===== src/rtl/marker_centroid.sv =====
// rtl/marker_centroid.sv - per-colour marker centre of mass with one shared restoring divider
// Optional feature macro: MARKER_CENTROID_SMOOTH_EN (averages each new centroid with the previous one).
module marker_centroid #(
    parameter int MIN_PIXELS = 16,
    parameter int COUNT_W    = 20,
    parameter int DIV_CYCLES = 32
) (
    input  logic        clk_in,
    input  logic        rst_in,
    input  logic [10:0] x_in,
    input  logic [9:0]  y_in,
    input  logic        valid_in,
    input  logic [3:0]  mask_in,
    input  logic        tabulate_in,
    output logic [10:0] red_x_com,
    output logic [10:0] purple_x_com,
    output logic [10:0] green_x_com,
    output logic [10:0] blue_x_com,
    output logic [9:0]  red_y_com,
    output logic [9:0]  purple_y_com,
    output logic [9:0]  green_y_com,
    output logic [9:0]  blue_y_com,
    output logic        valid_red,
    output logic        valid_purple,
    output logic        valid_green,
    output logic        valid_blue,
    output logic        busy_out
);
    localparam int DW  = DIV_CYCLES;
    localparam int DCW = $clog2(DIV_CYCLES + 1);
    localparam logic [DCW-1:0] DIV_LAST = DCW'(DIV_CYCLES - 1);

    typedef enum logic [2:0] {IDLE, LOAD, DIV, STORE, OUT} state_t;
    state_t state, state_nx;

    logic [3:0][COUNT_W-1:0] cnt, cnt_nx, cnt_snap;
    logic [3:0][DW-1:0]      sx, sy, sx_nx, sy_nx, sx_snap, sy_snap;
    logic                    take;
    logic [2:0]              job;
    logic [1:0]              job_col;
    logic [DCW-1:0]          div_cnt;
    logic [DW-1:0]           quo;
    logic [COUNT_W-1:0]      rem, dvs;
    logic [COUNT_W:0]        rem_sh;
    logic                    ge;
    logic [3:0][10:0]        res_x, com_x;
    logic [3:0][9:0]         res_y, com_y;
    logic [3:0]              valid_q;
`ifdef MARKER_CENTROID_SMOOTH_EN
    logic [3:0]              seen;
`endif

    // A frame-end strobe only takes effect when no computation is in flight.
    assign take    = tabulate_in && (state == IDLE);
    // Jobs run red x, red y, purple x, ... so the colour is the upper two bits of the job number.
    assign job_col = job[2:1];

    // Next accumulator values including this edge's pixel; a saturated colour is frozen.
    always_comb begin
        cnt_nx = cnt;
        sx_nx  = sx;
        sy_nx  = sy;
        for (int c = 0; c < 4; c++) begin
            if (valid_in && mask_in[c] && (cnt[c] != {COUNT_W{1'b1}})) begin
                cnt_nx[c] = cnt[c] + COUNT_W'(1);
                sx_nx[c]  = sx[c] + DW'(x_in);
                sy_nx[c]  = sy[c] + DW'(y_in);
            end
        end
    end

    // Live accumulators and the frame snapshot; a coincident pixel lands in the snapshot.
    always_ff @(posedge clk_in or negedge rst_in) begin
        if (!rst_in) begin
            cnt      <= '0;
            sx       <= '0;
            sy       <= '0;
            cnt_snap <= '0;
            sx_snap  <= '0;
            sy_snap  <= '0;
        end else if (take) begin
            cnt_snap <= cnt_nx;
            sx_snap  <= sx_nx;
            sy_snap  <= sy_nx;
            cnt      <= '0;
            sx       <= '0;
            sy       <= '0;
        end else begin
            cnt <= cnt_nx;
            sx  <= sx_nx;
            sy  <= sy_nx;
        end
    end

    // State register.
    always_ff @(posedge clk_in or negedge rst_in) begin
        if (!rst_in) begin
            state <= IDLE;
        end else begin
            state <= state_nx;
        end
    end

    // Next-state logic: eight load/divide/store jobs, then one output cycle.
    always_comb begin
        state_nx = state;
        case (state)
            IDLE:    if (tabulate_in) state_nx = LOAD;
            LOAD:    state_nx = DIV;
            DIV:     if (div_cnt == DIV_LAST) state_nx = STORE;
            STORE:   state_nx = (job == 3'd7) ? OUT : LOAD;
            OUT:     state_nx = IDLE;
            default: state_nx = IDLE;
        endcase
    end

    // Restoring divider step: shift the next dividend bit into the partial remainder.
    always_comb begin
        rem_sh = {rem, quo[DW-1]};
        ge     = (rem_sh >= {1'b0, dvs});
    end

    // Divider datapath and per-job result capture.
    always_ff @(posedge clk_in or negedge rst_in) begin
        if (!rst_in) begin
            job     <= '0;
            div_cnt <= '0;
            quo     <= '0;
            rem     <= '0;
            dvs     <= '0;
            res_x   <= '0;
            res_y   <= '0;
        end else begin
            case (state)
                IDLE: job <= '0;
                LOAD: begin
                    quo     <= job[0] ? sy_snap[job_col] : sx_snap[job_col];
                    dvs     <= cnt_snap[job_col];
                    rem     <= '0;
                    div_cnt <= '0;
                end
                DIV: begin
                    quo     <= {quo[DW-2:0], ge};
                    rem     <= ge ? COUNT_W'(rem_sh - {1'b0, dvs}) : rem_sh[COUNT_W-1:0];
                    div_cnt <= div_cnt + DCW'(1);
                end
                STORE: begin
                    if (job[0]) begin
                        res_y[job_col] <= (dvs == '0) ? 10'd0 : quo[9:0];
                    end else begin
                        res_x[job_col] <= (dvs == '0) ? 11'd0 : quo[10:0];
                    end
                    job <= job + 3'd1;
                end
                default: ;
            endcase
        end
    end

    // Output registers: publish centroids and pulse valids for colours above threshold.
    always_ff @(posedge clk_in or negedge rst_in) begin
        if (!rst_in) begin
            com_x    <= '0;
            com_y    <= '0;
            valid_q  <= '0;
            busy_out <= 1'b0;
`ifdef MARKER_CENTROID_SMOOTH_EN
            seen     <= '0;
`endif
        end else begin
            busy_out <= (state != IDLE);
            valid_q  <= '0;
            if (state == OUT) begin
                for (int c = 0; c < 4; c++) begin
                    if (cnt_snap[c] >= COUNT_W'(MIN_PIXELS)) begin
                        valid_q[c] <= 1'b1;
`ifdef MARKER_CENTROID_SMOOTH_EN
                        seen[c] <= 1'b1;
                        if (seen[c]) begin
                            com_x[c] <= 11'(({1'b0, com_x[c]} + {1'b0, res_x[c]}) >> 1);
                            com_y[c] <= 10'(({1'b0, com_y[c]} + {1'b0, res_y[c]}) >> 1);
                        end else begin
                            com_x[c] <= res_x[c];
                            com_y[c] <= res_y[c];
                        end
`else
                        com_x[c] <= res_x[c];
                        com_y[c] <= res_y[c];
`endif
                    end
                end
            end
        end
    end

    assign red_x_com    = com_x[0];
    assign purple_x_com = com_x[1];
    assign green_x_com  = com_x[2];
    assign blue_x_com   = com_x[3];
    assign red_y_com    = com_y[0];
    assign purple_y_com = com_y[1];
    assign green_y_com  = com_y[2];
    assign blue_y_com   = com_y[3];
    assign valid_red    = valid_q[0];
    assign valid_purple = valid_q[1];
    assign valid_green  = valid_q[2];
    assign valid_blue   = valid_q[3];

endmodule


===== config.mk =====
export PLATFORM = sky130hd
export DESIGN_NAME = marker_centroid
export DESIGN_NICKNAME = d
export VERILOG_FILES = /design/src/rtl/marker_centroid.sv
export SDC_FILE = /design/constraint.sdc
export NUM_CORES = 2
export LEC_CHECK = 0
export CAP_MARGIN = 20
export CORE_MARGIN = 1
export CORE_UTILIZATION = 45
export DETAILED_ROUTE_END_ITERATION = 10
export SYNTH_ARGS = -nofsm -noshare
export SYNTH_HDL_FRONTEND = slang
export SYNTH_SLANG_ARGS = --single-unit

===== constraint.sdc =====
create_clock -name clk_in -period 3.8 [get_ports clk_in]
set_clock_uncertainty 0.2 [all_clocks]
set_input_delay 0.95 -clock clk_in [delete_from_list [all_inputs] [get_ports clk_in]]
set_output_delay 0.95 -clock clk_in [all_outputs]
set_load 0.02 [all_outputs]

### Word level (Yosys, flattened, before mapping)

Index checks and enable logic that the tools add are counted.

* register bits: 929
* output and inout bits: 89
* bits in read-only memories: 0
* bits of input ports: 29
* bits in latches: 0
* memories: 0
* memory bits (writable): 0
* word-level logic and storage cells: 149

* muxes and demuxes: 44
* equality and inequality tests: 12
* add/sub/neg operators: 15
* reductions and logical operators: 22
* bitwise gates (word level): 1
* $mul: 0
* $lt $le $gt $ge: 7
* divide/modulo/power cells: 0
* shift-type cells: 0

Operators by type and width (count)
* two-way mux 32 bit: 11
* two-way mux 128 bit: 2
* adder 32 x 10 -> 32 bit: 4
* adder 32 x 11 -> 32 bit: 4
* binary-select mux 32 bit (select 2 bit): 2
* two-way mux 20 bit: 6
* adder 20 x 1 -> 20 bit (second input constant): 4
* >= comparator 20 x 5 -> 1 bit (second input constant): 4
* two-way mux 80 bit: 1
* inequality test 20 bit (second input constant): 4
* case mux 32 bit (2 select lines): 1
* bitwise mux 44 bit: 1
* binary-select mux 20 bit (select 2 bit): 1
* bitwise mux 40 bit: 1
* case mux 20 bit (2 select lines): 1
* demux 11 bit (select 2 bit): 1
* two-way mux 11 bit: 2
* >= comparator 21 x 20 -> 1 bit: 1
* demux 10 bit (select 2 bit): 1
* logical NOT 20 bit: 1
* two-way mux 10 bit: 2
* subtractor 20 bit: 1
* AND reduction 2 bit: 7
* case mux 3 bit (4 select lines): 1
* 19 further kinds: 37

### Logic depth before layout (Yosys ltp)

* word-level depth: 5
* mapped depth: 11
* depth with buffers taken out: 11

### Least setup slack after synthesis

No wires, ideal clock.

* path type: input port to flip-flop
* from: in y_in[0]
* to: reg sy_snap[18] in the netlist's numbering
* buffers on the path: 0
* path slack: 0.384 ns
* cell stages on the path: 10
* library setup time: 0.133 ns
* required time: 3.467 ns
* arrival time: 3.082 ns
* cells stage by stage: ha_1 -> fa_1 -> a21oi_1 -> o21ai_0 -> a2111oi_0 -> o31a_1 -> nor2_1 -> nand3_1 -> xor2_1 -> o21ai_0

* cells in the longest elaborated chain, start to end: 2

Ends and longest elaborated chain
* from (decl): line 11 `input logic [9:0] y_in,`
* adder 32 x 10 -> 32 bit: line 67 `sy_nx[c] = sy[c] + DW'(y_in);`
* two-way mux 32 bit: line 64 `if (valid_in && mask_in[c] && (cnt[c] != {COUNT_W{1'b1}})) begin`
* to (signal assigned): line 84 `sy_snap <= sy_nx;`
* to (decl): line 37 `logic [3:0][DW-1:0] sx, sy, sx_nx, sy_nx, sx_snap, sy_snap;`

No other way between the ends.
A chain may end at the register's enable or synchronous reset.

### Worst setup path in the final report

* from: in x_in[0]
* to: reg sx_snap[60] in the netlist's numbering

* cells in the longest elaborated chain, start to end: 2

Ends and longest elaborated chain
* from (decl): line 10 `input logic [10:0] x_in,`
* adder 32 x 11 -> 32 bit: line 66 `sx_nx[c] = sx[c] + DW'(x_in);`
* two-way mux 32 bit: line 64
* to (signal assigned): line 83 `sx_snap <= sx_nx;`
* to (decl): line 37

No other way between the ends.

==> results.yml <==
power:
  power_density_nw_per_um2: 638
  swShare: 0.342
  irDropWorstVdd_v: 0.000389
  p_int_mw: 21.8
  seq_power_share: 0.374
  leakagePower_nw: 23.9
  comb_power_share: 0.317
  p_clk_frac: 0.309
  p_sw_mw: 11.3
  finalPower_mw: 33.1
sta:
  hold_violations: 0
  layout_setup_ws_ns: 0.190
  fin_setup_tns_ns: 0
  min_period_over_period: 0.950
  relSlewSlack: 0.385
  tightest_slew_ns: 0.921
  max_freq_mhz: 277
  grt_setup_unrepaired: "false"
  setup_viol: 0
  period_minus_slack_ns: 3.61
  slew_violations: 0
die:
  die_y_um: 315
  start_util: 0.455
  dieWidth_um: 315
  rows: 114
  die_area_um2: 99200
  core_area_um2: 96900
  ios: 118
logic_synthesis:
  synth_area_um2: 44100
  synthFlopType: "dfrtp_1"
  ys_ff_latch: 929
  synth_cell_types: 87
  yosys_warnings: 0
  syn-mean-instance-area_um2: 10.1
  synth_edf_count: 0
  synthCells: 4355
  ys_seq_area_frac: 0.527
  async_flop_share: 1.00
  synth_nets: 4504
global_routing:
  antenna_found_initial: 4
  grt-ovfl-total: 0
  grt_pass1_wl_mm: 184
  grt_pass1_vias: 32200
  grt_max_degree: 112
  track_usage: 0.236
critical_path:
  cp.arrival_ns: 3.92
  r2r_cells: 13
  reg2reg_from: "sy[32]"
  cp_max_fo: 4
  rr_endpoint: "sy_snap[58]"
  rrSetupSlack_ns: 0.64
  worstPathRequired_ns: 4.11
  worst_setup_path_start_kind: "input port"
  worst-setup-path-type: "in -> reg"
  cp-end-kind: "register"
detailed_routing:
  drtAntennaViolNets: 0
  vias: 32200
  wl_per_cell_um: 19.2
  drtPass1Iterations: 11
  drt_iter0_markers: 2332
  avgViaCountPerCell: 5.40
  drt_wl_total_mm: 115
  drc: 11
cells_and_area:
  layout.nets: 4750
  final_layout_size_suffix_gt1_frac: 0.129
  synthToLayoutAreaGrowth_pct: 17.5
  n_fill_cell: 8595
  final_cell_mix: "dfrtp_1 (926), nand2_1 (799), nor2_1 (482)"
  final_common_cell: "dfrtp_1"
status:
  status: "finished with violations"
  violations: "design-rule violations"
cts:
  cts_setup_buffers: 0
  worstSkewPairLatency_ns: 0.68
  clockRootBuffer: "clkbuf_16"
  numCtsBuffers: 100
  cts.reportedPaths.clkPinSlew_ns: 0.06
  cts.sinks: 929
  htreeDepth: 3
  ctsLongestPathBuffers: 3
  cts_tree: "yes"
  cts_hold_buf: 0
flow_run:
  max-cap-violations: 0
place:
  dp.final_hpwl_mm: 81.5
  numPortBuffers: 117
  gp_congestion: 0.865
  preCtsSetupSlack_ns: -0.496
min_path:
  hold_class: "in -> async"
-- what timing repair did --
item / 4_1_cts / 5_1_grt
gates resized for setup: 0 / 1
endpoints found under the setup margin: 0 / 1
hold endpoints to repair: 0 / 0
-- cells in the mapped netlist (all sizes together) (4+ instances only) --
library cell / number / area [um2]
a21o: 39 / 293
nand4: 58 / 405
mux4: 84 / 1890
a32oi: 5 / 43.8
nand3: 105 / 526
a41oi: 4 / 35.0
o31ai: 9 / 77.6
o21bai: 10 / 75.1
nor2: 486 / 1830
nor2b: 12 / 75.1
a211oi: 12 / 108
nand2: 801 / 3010
or3: 9 / 61.3
nor4: 33 / 219
o31a: 5 / 43.8
mux2: 51 / 574
inv: 60 / 225
a21oi: 119 / 599
fa: 9 / 180
a22oi: 30 / 225
and2: 27 / 169
a311oi: 4 / 41.3
o2111ai: 4 / 35.0
a31oi: 11 / 83.8
xnor2: 143 / 1250
clkbuf: 185 / 694
buf: 42 / 254
nor3: 44 / 230
ha: 111 / 1390
a2111oi: 9 / 179
a22o: 5 / 43.8
o21a: 12 / 90.1
and3: 57 / 357
dfrtp: 929 / 23200
mux2i: 72 / 721
a21boi: 5 / 37.5
xor2: 181 / 1590
o211ai: 17 / 128
nand2b: 12 / 77.6
o21ai: 487 / 2440
and4: 18 / 160
or2: 7 / 43.8
-- worst max-delay path: stages --
cell and delay, ns:
clkdlybuf4s50_1 0.51, ha_1 0.28, fa_1 0.42, a21o_1 0.18
a21o_1 0.22, a2111oi_2 0.35, buf_4 0.19, o31a_1 0.15
buf_4 0.15, nand3b_1 0.17, nor2_1 0.08, xnor2_1 0.18
o21ai_0 0.10
-- cells by family (layout without fill, tap and decap cells) --
family	Yosys count	after routing	share of synthesized area
buffers and inverters	287	611	0.0266
XOR/XNOR	324	324	0.0644
multiplexers	207	207	0.0723
AND/OR/NAND/NOR	1686	1686	0.166
flip-flops	929	929	0.527
adder cells (fa/ha/maj)	120	120	0.0356
AO/OA/AOI/OAI	802	802	0.108
other	0	1	0
-- how the worst max path moves through the flow --
stage	slack, ns	endpoint	start
after floorplan	0.38	sy_snap[18]	y_in[0]
after global placement	-0.54	sy_snap[10]	y_in[0]
after detailed placement	-0.50	sy_snap[63]	y_in[1]
after CTS	0.19	sy_snap[43]	y_in[1]
after global routing	0.03	sy_snap[58]	y_in[0]
final	0.19	sx_snap[60]	x_in[0]
-- metal layers --
layer  track usage  vias to the layer above  part of all wire
met5             0                        -           0.00016
met4        0.0761                        4             0.032
met3        0.0385                      177             0.045
met2         0.380                      628              0.47
met1         0.326                    15900              0.45
li1              -                    15500                 -
-- sequential cells by signal, indices dropped and copies added, names as in the netlist, 11 cells and up --
register,flops
cnt_snap,80
res_x,44
blue_x_com,11
green_x_com,11
cnt,80
purple_x_com,11
sx,128
sx_snap,128
rem,20
sy_snap,128
dvs,20
quo,32
res_y,40
sy,128
red_x_com,11
-- power by group through the flow --
stage / registers [mW] / clock network (mW) / logic (mW)
2_1_floorplan: 12.0 / 0 / 7.21
3_3_place_gp: 12.5 / 0 / 10.4
3_5_place_dp: 12.5 / 0 / 10.5
4_1_cts: 12.4 / 10.4 / 10.6
5_1_grt: 12.5 / 10.8 / 11.7
6_report: 12.4 / 10.2 / 10.5
-- final cells by class --
class	count	area (um2)	area share
Sequential cell	929	23300	0.449
Multi-Input combinational cell	3139	19700	0.381
Timing Repair Buffer	371	3530	0.0682
Clock buffer	147	2970	0.0574
Tap cell	1276	1600	0.0308
Clock inverter	33	492	0.00949
Inverter	60	225	0.00435
Antenna cell	1	2.50	0.0000483
-- per-stage QoR --
stage | cell area, um2 | util | hold slack, ns | cells
4_1_cts | 51800 | 0.535 | 0.0297 | 5955
6_report | 51800 | 0.535 | 0.0393 | 5956
3_3_place_gp | 48300 | 0.499 | 0.246 | 5775
2_1_floorplan | 44100 | - | 0.235 | 4355
3_5_place_dp | 48300 | 0.499 | 0.249 | 5775
5_1_grt | 51800 | 0.535 | 0.0449 | 5956
Note: power is estimated with default switching activity, not from simulation.
